--- src/rtl/spi_master_if.sv ---
// spi_master_if: request/response bundle plus SPI pins for spi_master.
// ovr is present only when SPI_MASTER_OVR_EN is defined.
interface spi_master_if;
  logic        start;
  logic        rw;
  logic [7:0]  addr;
  logic [15:0] wdata;
  logic [15:0] rdata;
  logic        busy;
  logic        done;
  logic        sclk;
  logic        ssn;
  logic        mosi;
  logic        miso;
`ifdef SPI_MASTER_OVR_EN
  logic        ovr;
`endif

  modport master (
    input  start, rw, addr, wdata, miso,
    output rdata, busy, done, sclk, ssn, mosi
`ifdef SPI_MASTER_OVR_EN
    , output ovr
`endif
  );

  modport slave (
    output start, rw, addr, wdata, miso,
    input  rdata, busy, done, sclk, ssn, mosi
`ifdef SPI_MASTER_OVR_EN
    , input ovr
`endif
  );
endinterface

--- src/rtl/spi_master.sv ---
// spi_master: 32-bit mode-0 SPI frame engine (addr, cmd, 16-bit data).
// Optional sticky overrun flag ovr when SPI_MASTER_OVR_EN is defined.
module spi_master #(
  parameter int CLK_DIV   = 4,
  parameter int SETUP_CYC = 2,
  parameter int IDLE_GAP  = 4
) (
  input logic clk,
  input logic rst,
  spi_master_if.master bus
);

  typedef enum logic [2:0] {
    IDLE, SETUP, SHIFT, HOLD, GAP
  } state_t;

  localparam logic [7:0] DIV_M1 = 8'(CLK_DIV - 1);
  localparam logic [7:0] SU_M1  = 8'(SETUP_CYC - 1);
  localparam logic [7:0] GAP_M1 = 8'(IDLE_GAP - 1);

  state_t      state, state_n;
  logic [7:0]  cnt, cnt_n;
  logic [5:0]  bit_cnt, bit_cnt_n;
  logic [31:0] sh, sh_n;
  logic [15:0] rx, rx_n;
  logic [15:0] rdata_q, rdata_n;
  logic        rw_q, rw_n;
  logic        sclk_q, sclk_n;
  logic        ssn_q, ssn_n;
  logic        busy_q, busy_n;
  logic        done_q, done_n;
  logic [31:0] frame;

  assign frame = {bus.addr, bus.rw, 7'b0,
                  bus.rw ? 16'h0000 : bus.wdata};

  assign bus.rdata = rdata_q;
  assign bus.busy  = busy_q;
  assign bus.done  = done_q;
  assign bus.sclk  = sclk_q;
  assign bus.ssn   = ssn_q;
  assign bus.mosi  = sh[31];

  // State and output registers; every pin comes straight from a flop.
  always_ff @(posedge clk) begin
    if (rst) begin
      state   <= IDLE;
      cnt     <= '0;
      bit_cnt <= '0;
      sh      <= '0;
      rx      <= '0;
      rdata_q <= '0;
      rw_q    <= 1'b0;
      sclk_q  <= 1'b0;
      ssn_q   <= 1'b1;
      busy_q  <= 1'b0;
      done_q  <= 1'b0;
    end else begin
      state   <= state_n;
      cnt     <= cnt_n;
      bit_cnt <= bit_cnt_n;
      sh      <= sh_n;
      rx      <= rx_n;
      rdata_q <= rdata_n;
      rw_q    <= rw_n;
      sclk_q  <= sclk_n;
      ssn_q   <= ssn_n;
      busy_q  <= busy_n;
      done_q  <= done_n;
    end
  end

  // Next-state and next-output logic for the frame sequencer.
  always_comb begin
    state_n   = state;
    cnt_n     = cnt;
    bit_cnt_n = bit_cnt;
    sh_n      = sh;
    rx_n      = rx;
    rdata_n   = rdata_q;
    rw_n      = rw_q;
    sclk_n    = sclk_q;
    ssn_n     = ssn_q;
    busy_n    = busy_q;
    done_n    = 1'b0;
    unique case (state)
      IDLE: begin
        if (bus.start) begin
          state_n   = SETUP;
          cnt_n     = '0;
          bit_cnt_n = '0;
          sh_n      = frame;
          rw_n      = bus.rw;
          ssn_n     = 1'b0;
          busy_n    = 1'b1;
        end
      end
      SETUP: begin
        if (cnt == SU_M1) begin
          state_n = SHIFT;
          cnt_n   = '0;
        end else begin
          cnt_n = cnt + 8'd1;
        end
      end
      SHIFT: begin
        if (cnt == DIV_M1) begin
          cnt_n  = '0;
          sclk_n = !sclk_q;
          if (!sclk_q) begin
            rx_n = {rx[14:0], bus.miso};
          end else begin
            bit_cnt_n = bit_cnt + 6'd1;
            sh_n      = {sh[30:0], 1'b0};
            if (bit_cnt == 6'd31) begin
              state_n = HOLD;
            end
          end
        end else begin
          cnt_n = cnt + 8'd1;
        end
      end
      HOLD: begin
        if (cnt == SU_M1) begin
          state_n = GAP;
          cnt_n   = '0;
          ssn_n   = 1'b1;
          sh_n    = '0;
          done_n  = 1'b1;
          if (rw_q) begin
            rdata_n = rx;
          end
        end else begin
          cnt_n = cnt + 8'd1;
        end
      end
      GAP: begin
        if (cnt == GAP_M1) begin
          state_n = IDLE;
          cnt_n   = '0;
          busy_n  = 1'b0;
        end else begin
          cnt_n = cnt + 8'd1;
        end
      end
      default: begin
        state_n = IDLE;
      end
    endcase
  end

`ifdef SPI_MASTER_OVR_EN
  logic ovr_q;
  assign bus.ovr = ovr_q;

  // Sticky flag for requests dropped because a frame was in flight.
  always_ff @(posedge clk) begin
    if (rst) begin
      ovr_q <= 1'b0;
    end else if (bus.start && busy_q) begin
      ovr_q <= 1'b1;
    end
  end
`endif

endmodule

--- src/flat_wrapper.sv ---
// flat-port wrapper written by rule: the top's interface ports become plain ports
module spi_master_flat 
#(
  parameter int CLK_DIV   = 4,
  parameter int SETUP_CYC = 2,
  parameter int IDLE_GAP  = 4
)
  (clk, rst, bus_start, bus_rw, bus_addr, bus_wdata, bus_miso, bus_rdata, bus_busy, bus_done, bus_sclk, bus_ssn, bus_mosi);
  spi_master_if bus_i ();
  input logic clk;
  input logic rst;
  input wire logic [$bits(bus_i.start)-1:0] bus_start;
  input wire logic [$bits(bus_i.rw)-1:0] bus_rw;
  input wire logic [$bits(bus_i.addr)-1:0] bus_addr;
  input wire logic [$bits(bus_i.wdata)-1:0] bus_wdata;
  input wire logic [$bits(bus_i.miso)-1:0] bus_miso;
  output wire logic [$bits(bus_i.rdata)-1:0] bus_rdata;
  output wire logic [$bits(bus_i.busy)-1:0] bus_busy;
  output wire logic [$bits(bus_i.done)-1:0] bus_done;
  output wire logic [$bits(bus_i.sclk)-1:0] bus_sclk;
  output wire logic [$bits(bus_i.ssn)-1:0] bus_ssn;
  output wire logic [$bits(bus_i.mosi)-1:0] bus_mosi;
  assign bus_i.start = bus_start;
  assign bus_i.rw = bus_rw;
  assign bus_i.addr = bus_addr;
  assign bus_i.wdata = bus_wdata;
  assign bus_i.miso = bus_miso;
  assign bus_rdata = bus_i.rdata;
  assign bus_busy = bus_i.busy;
  assign bus_done = bus_i.done;
  assign bus_sclk = bus_i.sclk;
  assign bus_ssn = bus_i.ssn;
  assign bus_mosi = bus_i.mosi;
  spi_master #(.CLK_DIV(CLK_DIV), .SETUP_CYC(SETUP_CYC), .IDLE_GAP(IDLE_GAP)) u_core (.clk(clk), .rst(rst), .bus(bus_i));
endmodule
--- config.mk ---
export PLATFORM = sky130hd
export DESIGN_NAME = spi_master_flat
export DESIGN_NICKNAME = d
export VERILOG_FILES = /design/src/rtl/spi_master_if.sv /design/src/rtl/spi_master.sv /design/src/flat_wrapper.sv
export SDC_FILE = /design/constraint.sdc
export NUM_CORES = 1
export LEC_CHECK = 0
export CAP_MARGIN = 20
export CORE_MARGIN = 2
export CORE_UTILIZATION = 55
export CTS_CLUSTER_SIZE = 8
export DETAILED_ROUTE_END_ITERATION = 12
export DONT_BUFFER_PORTS = 1
export MAX_ROUTING_LAYER = met4
export PLACE_DENSITY_LB_ADDON = 0.15
export SLEW_MARGIN = 30
export SYNTH_ARGS = -nofsm -noshare
export SYNTH_HDL_FRONTEND = slang
export SYNTH_SLANG_ARGS = --single-unit
--- constraint.sdc ---
create_clock -name clk -period 3.7 [get_ports clk]
set_input_delay 0.37 -clock clk [delete_from_list [all_inputs] [get_ports clk]]
set_output_delay 0.37 -clock clk [all_outputs]
set_load 0.01 [all_outputs]
* Yosys cells after proc, flatten, opt, wreduce, memory -nomap -nowiden
Cells that the tools add are included.
Word-level totals: flip-flop bits (word level) 86, input port bits 29, output and inout port bits 21, word-level logic and storage cells 78
Operators by class: $add $sub $neg 2, equality and inequality tests 14, muxes and demuxes 29, bitwise operators 2, reduce and logical (&&, ||, !) cells 20
Operators by type and width (count):
- 32-bit 2-to-1 mux | 4
- 32-bit case mux with 3 select lines | 1
- 8-bit 2-to-1 mux | 3
- 8-bit case mux with 3 select lines | 1
- 3-bit 2-to-1 mux | 7
- 6-bit 2-to-1 mux | 3
- 16-bit 2-to-1 mux | 1
- 3-bit case mux with 5 select lines | 1
- 2-bit by 1-bit != test with 1-bit output (second input constant) | 6
- 6-bit case mux with 2 select lines | 1
- 3-bit AND reduction | 4
- 8-bit by 1-bit adder with 8-bit output (second input constant) | 1
- 8-bit by 1-bit == test with 1-bit output (second input constant) | 1
- 8-bit by 2-bit == test with 1-bit output (second input constant) | 1
- 7-bit AND reduction | 1
- 6-bit by 1-bit adder with 6-bit output (second input constant) | 1
- 3-bit by 2-bit == test with 1-bit output (second input constant) | 2
- 6-bit by 5-bit == test with 1-bit output (second input constant) | 1
- 2-bit AND reduction | 3
- 2-bit nonzero test | 3
- 3-bit nonzero test | 2
- 2-bit OR reduction | 3
- 1-bit 2-to-1 mux | 5
- 5-bit AND reduction | 1
- other kinds (8) | 10

* Depth between registers and ports, before layout
depth in word-level cells 5, depth in mapped cells 8

* Least setup slack after synthesis
OpenSTA, ideal clock, no wires.
kind register -> register, start register u_core.cnt[0], end register u_core.sh[15], data arrival time 1.783 ns, setup slack 1.794 ns, stages on the path, launching flop included 7, path buffers 1, path through dfxtp_1 > ha_1 > nor3b_2 > nand4_1 > a221oi_1 > buf_2 > mux2_1
Between the ends: cells in the longest elaborated chain, start to end 3, elaborated cells between the ends (all ways) 5, classes of those cells eq/ne: 4; reduce/logical: 1
Ends and longest elaborated chain:
- from (decl) | RTL line spi_master.sv:22 | logic [7:0] cnt, cnt_n;
- from (signal assigned) | RTL line spi_master.sv:60 | cnt <= cnt_n;
- 8-bit by 1-bit == test with 1-bit output / 8-bit by 2-bit == test with 1-bit output (equally long branches) | RTL line spi_master.sv:124, spi_master.sv:107
- 2-bit by 1-bit != test with 1-bit output (no line)
- 5-bit AND reduction (no line) *
- to (signal assigned) | RTL line spi_master.sv:62 | sh <= sh_n;
- to (decl) | RTL line spi_master.sv:24 | logic [31:0] sh, sh_n;
Mark *: on every way between the ends. The rest lies on a longest branch, timed or not. A chain may end at the register's enable or synchronous reset.

* Worst setup path after layout
start register u_core.state[1], end register u_core.rx[1]
Between the ends: cells in the longest elaborated chain, start to end 2
Ends and longest elaborated chain:
- from (decl) | RTL line spi_master.sv:21 | state_t state, state_n;
- from (signal assigned) | RTL line spi_master.sv:59 | state <= state_n;
- 3-bit by 2-bit == test with 1-bit output | RTL line spi_master.sv:86 | unique case (state)
- 3-bit AND reduction (no line)
- to (signal assigned) | RTL line spi_master.sv:63 | rx <= rx_n;
- to (decl) | RTL line spi_master.sv:25 | logic [15:0] rx, rx_n;
No other way between the ends.

==> summary.md <==
| Metric | Value |
|---|---|
| Top post-synthesis cells by area | `dfxtp_1 (43%), nand2_1 (11%), a21oi_1 (6.0%)` |
| ANT cells | `0` |
| Synth Instances | `472` |
| RSZ-0062 raised after global routing | `no` |
| Fin. max-slew vios | `0` |
| Worst hold path type | `in -> reg` |
| Post-route antenna net violation count | `0` |
| Area growth syn-to-layout | `5.63%` |
| Skew final | `0.0124 ns` |
| GPL Wtd Cong | `0.840` |
| CP required | `3.94 ns` |
| Most frequent cells after synthesis | `nand2_1 (113), dfxtp_1 (86), a21oi_1 (48)` |
| Hold Violations, Final | `0` |
| CTS root buf | `clkbuf_8` |
| Critical path's top delay family | `simple AND/OR/NAND/NOR gates` |
| Slew Limit Headroom | `44.8%` |
| Boundary pin count | `50` |
| Die ar. | `7980 um2` |
| FMAX | `393 MHz` |
| Synth unique cells | `46` |
| Ys flop type | `dfxtp_1` |
| Leakage | `0.00147 uW` |
| Setup TNS | `0 ns` |
| Synthesized area | `4000 um2` |
| Clk_lat worst skew | `0.35 ns` |
| Most instantiated library cell after synthesis | `nand2_1` |
| First-pass GRT wire length | `13200 um` |
| CTS buffer count | `9` |
| Yosys Warn Count | `0` |
| Number of synthesized flops with an enable pin | `0` |
| CP max-delay cell | `dfxtp_1` |
| DRT iter0 DRCs | `272` |
| Status | `finished clean` |
| Die width | `89.3 um` |
| CTS Hold Buffers Added | `0` |
| Worst path buffer plus inverter count | `1` |
| GRT Resource Usage Total | `21.7%` |
| Layout cells sized above 1 | `6.17%` |
| Post_cts resized | `0` |
| Endpoints failing setup | `0` |
| Period Utilization, post-route | `68.8%` |
| Final WL | `7970 um` |
| Initial antenna violation count | `0` |
| Peak supply drop | `0.000289 V` |
| Startpoint type of the worst setup path | `flop` |
| Row Count | `31` |
| CTS sink cnt | `86` |
| Crit path largest cell delay | `0.84 ns` |
| Tightest Pin Transition | `0.821 ns` |
| Area leader, netlist | `dfxtp_1` |
| Setup crit end kind | `flop` |
| Core area | `7140 um2` |
| Arrival @ worst endpoint | `2.78 ns` |
| Pwr/cell area | `486 nW/um2` |
| Total grt overflow | `0` |
| Sequential area share after synthesis | `43.0%` |
| Asr flop ratio synth | `0%` |
| Setup Buffers After CTS | `0` |
| Worst Path Class, Setup | `reg -> reg` |
| Routed via count | `3175` |
| Critical Path, Cell by Cell | `nor3b_2 > buf_4 > nand4b_1 > nand2_1 > a21oi_1` |
| Synth Register Bits | `86` |
| TritonRoute pass-1 iters | `4` |
| Min Tclk post-route | `2.54 ns` |
| Crit-path max FO | `28` |
| DRC | `0` |
| Pin count of the biggest net entering global routing | `71` |
| H-tree depth | `3` |
| Number of port buffers | `0` |
| Avg Cell Area, Syn | `8.48 um2` |
| Longest Clk Path Bufs | `2` |
| Vias in the first global route | `2916` |
| Hold_ws | `0.0978 ns` |
| HPWL Detailed | `5070 um` |
| Syn nets | `504` |
| Initial core utilization | `56.1%` |
| Max cap viols | `0` |
| Via-per-instance ratio | `5.74` |
| Routed wire per std cell | `14.4 um` |
| Die height | `89.3 um` |
| # nets final | `482` |
| Post-synth top area share | `43.0%` |
| Register clock-pin slew on the reported worst setup and hold paths | `0.09 ns` |
| TritonCTS clock tree | `built` |
## layout make-up
type                    count  area, um2
inverters                   6       22.5
multi-input cells         341       2090
repair buffers              6       45.0
clock inverters             6       96.3
clock buffers               9        124
fillers                   670       2910
flip-flops and latches     86       1720
well taps                  99        124
## kinds of logic after synthesis
group	share of synthesized area, %
flops	43.0
xor+xnor	2.63
fa+ha+maj	0.938
simple gates	25.7
mux	8.57
buf+inv	4.69
compound gates	14.4
## through the flow
step                total power [uW]  util [%]  setup slack, ns  std cells  cell area (um2)
floorplan                       1310         -             1.79        472             4000
global placement                1350      56.1             1.01        538             4010
detailed placement              1350      56.2             1.16        538             4010
CTS                             2070      59.2             1.14        553             4230
global route                    2160      59.2            0.869        553             4230
finish                          2060      59.2             1.16        553             4230
## report_power, final
| group | switching (uW) | total, uW | internal, uW |
|---|---|---|---|
| registers | 41.2 | 1010 | 974 |
| clock network | 343 | 726 | 383 |
| logic | 172 | 315 | 143 |
| total | 556 | 2060 | 1500 |
## routing by layer
metal  wire [um]  vias to the layer above  global-route usage (%)
met5           0                        -                       -
met4          95                        0                    6.65
met3         294                        8                    5.36
met2        3680                       45                    34.0
met1        3910                     1508                    27.8
li1            -                     1614                       -
## flip-flops by register name, indices dropped and copies added, names as in the netlist
register	flops
u_core.bus.rdata	16
u_core.bus.sclk	1
u_core.state	3
u_core.rx	16
u_core.rw_q	1
u_core.sh	32
u_core.bus.busy	1
u_core.bus.done	1
u_core.bus.ssn	1
u_core.bit_cnt	6
u_core.cnt	8
## cell usage in the layout (no fill, tap or decap), drive strengths merged, types with 9 or more instances in the layout
master	Yosys	routed
a21oi	48	48
nor2b	11	11
a211oi	9	9
a32o	14	14
dfxtp	86	86
mux2	10	10
nand4	10	10
nor2	18	18
nand3	12	12
mux2i	23	23
clkbuf	26	9
nand2	113	113
nor4bb	11	11
## worst paths after layout
path / start / endpoint / slack [ns] / cells after the start
worst max-delay path: u_core.state[1] / u_core.rx[1] / 1.16 / 5
worst min-delay path: rst / u_core.bit_cnt[1] / 0.1 / 1
worst max register to register: u_core.state[1] / u_core.rx[1] / 1.16 / 5
worst min register to register: u_core.rx[15] / u_core.rx[15] / 0.45 / 2
Power figures use the tool's default switching activity.
